File: src/rtl/if_id_buffer.sv
`default_nettype none
// ============================================================================
//  Module   : if_id_buffer
//  Brief    : Instruction queue between the IF and ID stages. Each entry holds
//             {instruction, PC+4}. Lets decode stall without losing fetched
//             words, and flushes on a taken branch so that no wrong-path
//             instruction reaches decode.
//  Ports    : Clock    - rising-edge clock
//             Reset    - asynchronous active-high reset, clears all state
//             Flush    - taken-branch flush, discards every entry
//             InValid  - IF presents a fetched word this cycle
//             InInstr  - fetched instruction
//             InPCInc  - PC+4 of the fetched instruction
//             InReady  - queue can accept a word (IF holds its PC while low)
//             OutValid - head entry is present for ID
//             OutInstr - head instruction, NOP while the queue is empty
//             OutPCInc - head PC+4, zero while the queue is empty
//             OutReady - ID consumes the head this cycle
//             Count    - number of occupied entries, 0..DEPTH
//  Revision : 1.0 - initial release
// ============================================================================
module if_id_buffer #(
    parameter int          DEPTH = 2,            // power of 2, >= 2
    parameter logic [31:0] NOP   = 32'h00000000  // driven on OutInstr when empty
) (
    input  logic                         Clock,
    input  logic                         Reset,
    input  logic                         Flush,
    input  logic                         InValid,
    input  logic [31:0]                  InInstr,
    input  logic [31:0]                  InPCInc,
    output logic                         InReady,
    output logic                         OutValid,
    output logic [31:0]                  OutInstr,
    output logic [31:0]                  OutPCInc,
    input  logic                         OutReady,
    output logic [$clog2(DEPTH+1)-1:0]   Count
);

    localparam int                 c_ptr_w = $clog2(DEPTH);
    localparam int                 c_cnt_w = $clog2(DEPTH + 1);
    localparam logic [c_cnt_w-1:0] c_full  = c_cnt_w'(DEPTH);

    // Entry layout: [63:32] instruction, [31:0] PC+4.
    logic [63:0]        r_mem [DEPTH];
    logic [c_ptr_w-1:0] r_wr_ptr;
    logic [c_ptr_w-1:0] r_rd_ptr;
    logic [c_cnt_w-1:0] r_count;

    logic               w_push;
    logic               w_pop;
    logic [63:0]        w_head;

    // Ready depends on occupancy only: a full queue refuses a push even when
    // the head is popped in the same cycle, which keeps IF's stall path short.
    assign InReady  = (r_count != c_full);
    assign OutValid = (r_count != '0);

    // Flush wins over both handshakes, so the word presented alongside a
    // flush is dropped and nothing is consumed.
    assign w_push   = InValid  & InReady  & ~Flush;
    assign w_pop    = OutValid & OutReady & ~Flush;

    // Stale array contents survive flush/reset; mask them while empty.
    assign w_head   = r_mem[r_rd_ptr];
    assign OutInstr = OutValid ? w_head[63:32] : NOP;
    assign OutPCInc = OutValid ? w_head[31:0]  : 32'h0;
    assign Count    = r_count;

    // Storage carries no reset; occupancy alone decides what is visible.
    always_ff @(posedge Clock) begin
        if (w_push) begin
            r_mem[r_wr_ptr] <= {InInstr, InPCInc};
        end
    end

    // Pointers wrap modulo DEPTH by natural overflow (DEPTH is a power of 2).
    always_ff @(posedge Clock or posedge Reset) begin
        if (Reset) begin
            r_wr_ptr <= '0;
            r_rd_ptr <= '0;
            r_count  <= '0;
        end else if (Flush) begin
            r_wr_ptr <= '0;
            r_rd_ptr <= '0;
            r_count  <= '0;
        end else begin
            if (w_push) begin
                r_wr_ptr <= r_wr_ptr + c_ptr_w'(1);
            end
            if (w_pop) begin
                r_rd_ptr <= r_rd_ptr + c_ptr_w'(1);
            end
            case ({w_push, w_pop})
                2'b10:   r_count <= r_count + c_cnt_w'(1);
                2'b01:   r_count <= r_count - c_cnt_w'(1);
                default: r_count <= r_count;
            endcase
        end
    end

endmodule
`default_nettype wire

File: config.mk
export PLATFORM = sky130hd
export DESIGN_NAME = if_id_buffer
export DESIGN_NICKNAME = d
export VERILOG_FILES = /design/src/rtl/if_id_buffer.sv
export SDC_FILE = /design/constraint.sdc
export NUM_CORES = 1
export LEC_CHECK = 0
export ABC_AREA = 1
export BUFFER_PORTS_ARGS = -buffer_cell sky130_fd_sc_hd__buf_2
export CAP_MARGIN = 20
export CORE_MARGIN = 2
export CORE_UTILIZATION = 55
export CTS_CLUSTER_DIAMETER = 60
export DETAILED_ROUTE_END_ITERATION = 10
export HOLD_SLACK_MARGIN = 0.06
export PLACE_DENSITY = 0.83
export SYNTH_ARGS = -nofsm -noshare
export SYNTH_HDL_FRONTEND = slang
export SYNTH_SLANG_ARGS = --single-unit
File: constraint.sdc
create_clock -name Clock -period 7.1 [get_ports Clock]
set_clock_uncertainty 0.15 [all_clocks]
set_input_delay 1.42 -clock Clock [delete_from_list [all_inputs] [get_ports Clock]]
set_output_delay 1.42 -clock Clock [all_outputs]
set_load 0.02 [all_outputs]
# ---- Word level (Yosys, flattened, before mapping)
# Memory sizes are Yosys's and may differ from the RTL's.
# Cells that the tools add are included.
dict set report classes {
  reduce_logical 4
  mux 10
  n_eq_ne 3
  n_addsub 4
  bitwise_logic 5
}
# op count
set op_table {}
lappend op_table {{32-bit 2-to-1 mux} 2}
lappend op_table {{1-bit 2-to-1 mux} 6}
lappend op_table {{2-bit nonzero test} 3}
lappend op_table {{1-bit bitwise AND} 4}
lappend op_table {{2-bit case mux with 2 select lines} 1}
lappend op_table {{3-bit nonzero test} 1}
lappend op_table {{1-bit adder, second input constant} 2}
lappend op_table {{2-bit by 1-bit adder with 2-bit output, second input constant} 1}
lappend op_table {{2-bit by 1-bit == test with 1-bit output, second input constant} 1}
lappend op_table {{2-bit == test, second input constant} 1}
lappend op_table {{2-bit 2-to-1 mux} 1}
lappend op_table {{2-bit inequality test, second input constant} 1}
lappend op_table {{2-bit by 1-bit subtractor with 2-bit output, second input constant} 1}
lappend op_table {{1-bit inverter} 1}
dict set report totals {
  ram_bits 128
  input_bits 69
  register_bits 4
  mem_count 1
  out_inout_bits 68
  elab_cells 30
}
# memory words width read_ports rd_ports_with_merged_regs wr line
set mem_list {}
lappend mem_list {r_mem 2 64 1 0 1 45} ;# logic [63:0] r_mem [DEPTH];

# ---- Longest topological paths before layout
dict set report depth {
  ltp_word 6
  mapped_depth 8
  ltp_nobuf 8
}

# ---- Worst setup path before layout
# No wires, ideal clock.
dict set report synth_path {
  path_type {in2reg}
  startpoint {input Flush}
  endpoint {memory r_mem[0][0] (enable)}
  t_arrival_ns 4.385
  required_ns 6.462
  slack_ns 2.078
  n_path_buf 0
  path_stages 3
  setup_time_ns 0.488
  cell_sequence {inv_1 nand3_1 nor2_1}
}
dict set report synth_between {
  elab_chain_cells 4
}
# element line
set synth_lines {}
lappend synth_lines {{start: declaration} 28} ;# input logic Flush,
lappend synth_lines {{1-bit inverter} 61} ;# assign w_push = InValid & InReady & ~Flush;
lappend synth_lines {{1-bit bitwise AND} 61}
lappend synth_lines {{1-bit 2-to-1 mux} 72} ;# if (w_push) begin
lappend synth_lines {{1-bit 2-to-1 mux (implied by the code)} 73} ;# r_mem[r_wr_ptr] <= {InInstr, InPCInc};
lappend synth_lines {{end: declaration} 45}
# No other way between the ends.

# ---- Final worst setup path
dict set report layout_path {
  startpoint {register r_count[0], in the netlist Count[0]}
  endpoint {output OutPCInc[31]}
}
dict set report layout_between {
  elab_chain_cells 2
}
# element line
set layout_lines {}
lappend layout_lines {{start: declaration} 48} ;# logic [c_cnt_w-1:0] r_count;
lappend layout_lines {{start signal: assignment} 95} ;# 2'b10: r_count <= r_count + c_cnt_w'(1);
lappend layout_lines {{start signal: assignment} 96} ;# 2'b01: r_count <= r_count - c_cnt_w'(1);
lappend layout_lines {{start signal: assignment} 97} ;# default: r_count <= r_count;
lappend layout_lines {{2-bit nonzero test} 57} ;# assign OutValid = (r_count != '0);
lappend layout_lines {{32-bit 2-to-1 mux} 67} ;# assign OutPCInc = OutValid ? w_head[31:0] : 32'h0;
lappend layout_lines {{end: declaration} 35} ;# output logic [31:0] OutPCInc,
# No other way between the ends.

==> summary by stage <==
Setup path
Counting both buffers and inverters, the worst setup path holds a total of 2. Tracing the worst setup path back leads to its startpoint at Count[0]$_DFFE_PP0P_. The cell family contributing the most delay on the critical path is buffers and inverters. In this run the worst path has a maximum fanout of 35. The worst setup path is of the reg -> out kind. The delay of the slowest cell on the worst path is 0.63 ns. In this run the critical register-to-register path is launched from Count[0]$_DFFE_PP0P_. The required time of the critical path is 5.53 ns. The kind of start point of the critical path is a flop. Walking the worst path, the cells encountered are nor2_4 > buf_4 > a21oi_1 > buf_2. The endpoint class of the critical path is an output port. STA puts the critical path data arrival time at 2.41 ns. The cell with the biggest individual delay on the critical path is nor2_4.

Yosys
The mean instance size in the synthesized netlist is 13.3 um^2. The synthesized netlist net count is 448. The flip-flop cell with the highest count after synthesis is edfxtp_1. The netlist area before placement is 5030 um^2. In the post-synthesis netlist, the biggest area contributors are edfxtp_1 (76%), nand2_1 (10%), a21oi_1 (6.5%), dfrtp_1 (2.0%), buf_4 (1.0%). Counting distinct cell types in the post-synthesis netlist gives 19. Of all flip-flops after synthesis, the portion carrying an async set or reset was 0.0303. By count the netlist is led by nand2_1 (134), edfxtp_1 (128), a21oi_1 (65), buf_2 (8). The biggest area consumer among synthesized cells is edfxtp_1. After synthesis the netlist holds a flip-flop and latch count of 132. By instance count, the leading cell after synthesis is nand2_1. Of the synthesized area, sequential elements account for 0.783. The share of synthesized area in the top cell type comes to 0.764.

The synthesized design contains 128 enable-type register cells. The gate count of the mapped netlist is 379. For this run, the number of Yosys warnings is 0.

Route
The detailed router's first-iteration violation count is 206. For this block, the via count after detailed routing is 3352. The highest layer touched by signal routing is met4. In the routed design, unresolved DRC markers number 0. The average wire length per cell after detail routing is 16.2 um. Using the TritonRoute via totals, the vias-per-cell ratio works out to 5.25. The first detailed-routing pass ran for 5 iterations. After detailed routing, the wire length on met1 is 4.08 mm. The wire length after detailed routing is 10.3 mm. The number of nets with antenna violations after routing is 0. In the detailed route, the total length drawn on met2 is 5.46 mm. The amount of wire on met3 after detailed routing is 653 um.

Placement
Buffers placed on the I/O ports in this run total 136. Counting tap cells, the placed design contains a total of 606 instances. The congestion estimate from routability-driven global placement came to 0.869. The post-detailed-placement half-perimeter wirelength is 6.16 mm.

Min path
In this run the most critical hold path is launched from r_wr_ptr$_DFFE_PP0P_. The worst hold path class is reg -> reg.

CTS
CTS built an H-tree with a depth of 4. Clock tree synthesis inserted a total of 17 buffers. For this design, the CTS-stage hold fixing added 0 buffers. The latest clock arrival within the worst-skew pair is 0.50 ns. Clock-pin slew was measured on the worst setup and hold paths at 0.06 ns. The CTS tree is yes. After clock tree synthesis, the setup repair step added 0 buffers.

CTS placed an instance of clkbuf_8 at the clock tree root. Clock tree synthesis found a total of 132 sinks. In this run, post-CTS repair resized a total of 0 instances. The clock tree buffer depth is 2.

Floorplan
During I/O placement, the number of pins put on the boundary was 137. The overall die area is 9930 um^2. The standard-cell row count is 34. The core box area is 8810 um^2.

For this configuration, the core starts out at a cell density of 0.572. The floorplan step set the die width to 99.7 um. The die is 99.7 um tall.

Outcome
The flow ran to the end, and the final reports show no timing, DRC or antenna violations.

STA
After routing, the total negative slack on setup checks comes to 0 ns. The number of endpoints with negative hold slack in the final report is 0. The share of the cycle needed by the critical path after routing is 0.561.

Setup repair after global routing left no endpoint under its margin. The minimum clock period after layout is 3.98 ns. Headroom to the max-slew limit came out at 0.389. The number of setup violations in the final report is 0.

Static timing analysis puts the maximum clock frequency at 0.251 GHz. The final max-slew violation count is 0. Hold is met by 0.497 ns. At the pin with the least slew margin, the transition time is 0.914 ns.

Pwr
The analysis attributes to cell leakage a power of 2.63 nW. The ratio of total power to cell area is 420 nW/um^2. The worst supply voltage drop on vdd is 236 uV.

Global route
The first-pass GRT wire length is 15.8 mm. The via count of the first global-routing pass was 3301. For this run, the total global-route usage over all layers was measured as 0.212.

The initial antenna violation count is 0. Summed over all layers, the global routing overflow is 0. The maximum number of pins on one net before global-route repair is 67.

Finish
The count of inserted antenna diode cells is 0. The number of cells in the finished layout apart from fillers is 639. The final layout net count is 587. Compared with the post-synthesis result, the final layout area differs by 27.8%. Of the cells placed in the final design, the portion with a size suffix greater than 1 is 0.347.

Flow run
The max-capacitance violation count is 0.
-- flip-flops by register name (all words and copies together), names as in the netlist --
name / cells
Count: 2
r_mem: 128
r_rd_ptr: 1
r_wr_ptr: 1
-- layout by cell type, fill, tap and decap left out, drive strengths merged, types with 2 or more instances in the layout --
cell,n
dfrtp,4
a21oi,66
nand3,4
nor2,4
inv,10
nand2,139
clkinvlp,2
bufinv,5
clkbuf,18
clkinv,6
edfxtp,128
buf,141
-- through the flow --
step | utilization | instance area [um^2] | setup WS [ns] | power, W
after detailed placement | 0.657 | 5790 | 3.33 | 0.00180
after CTS | 0.728 | 6410 | 3.09 | 0.00272
after floorplan | - | 5030 | 2.08 | 0.00154
final | 0.730 | 6430 | 3.12 | 0.00270
after global placement | 0.657 | 5790 | 3.38 | 0.00179
after global routing | 0.730 | 6430 | 2.92 | 0.00282
-- path summary, 6_finish.rpt --
kind	cells after the start	slack, ns	endpoint
max	4	3.12	OutPCInc[31]
min	2	0.50	r_wr_ptr$_DFFE_PP0P_
max reg2reg	5	4.43	r_mem[1][10]$_DFFE_PP_
min reg2reg	2	0.50	r_wr_ptr$_DFFE_PP0P_
max in group asynchronous	2	5.97	r_rd_ptr$_DFFE_PP0P_
min in group asynchronous	2	0.65	Count[1]$_DFFE_PP0P_
-- logic make-up after synthesis --
group / count (synthesis) / synth area share
flops: 132 / 0.783
compound gates: 68 / 0.0689
buf+inv: 30 / 0.0296
xor+xnor: 1 / 0.00174
simple gates: 148 / 0.116
-- area by class of cell --
| class | instances | area, um^2 |
|---|---|---|
| clock buffers | 18 | 418 |
| clock inverters | 14 | 209 |
| fillers | 559 | 2370 |
| inverters | 9 | 33.8 |
| multi-input cells | 217 | 961 |
| flip-flops and latches | 132 | 3950 |
| well taps | 108 | 135 |
| repair buffers | 141 | 731 |
-- worst reg2reg max path, cell delays in order, from the launching register on --
cell and delay, ns:
dfrtp_1 0.48, inv_2 0.07, nand2_2 0.09, nand3_1 0.21, nor2_4 0.76, buf_4 0.55
-- power breakdown --
| group | switching (W) | internal, W | leakage, nW |
|---|---|---|---|
| Sequential | 0.0000265 | 0.000930 | 1.22 |
| Clock | 0.000309 | 0.000604 | 0.300 |
| Combinational | 0.000599 | 0.000232 | 1.10 |
-- routing by layer --
metal,vias to the layer above,global-route usage
li1,1614,-
met1,1587,0.258
met2,138,0.362
met3,13,0.0597
met4,0,0.0790
met5,-,0
Note: power is estimated with default switching activity, not from simulation.
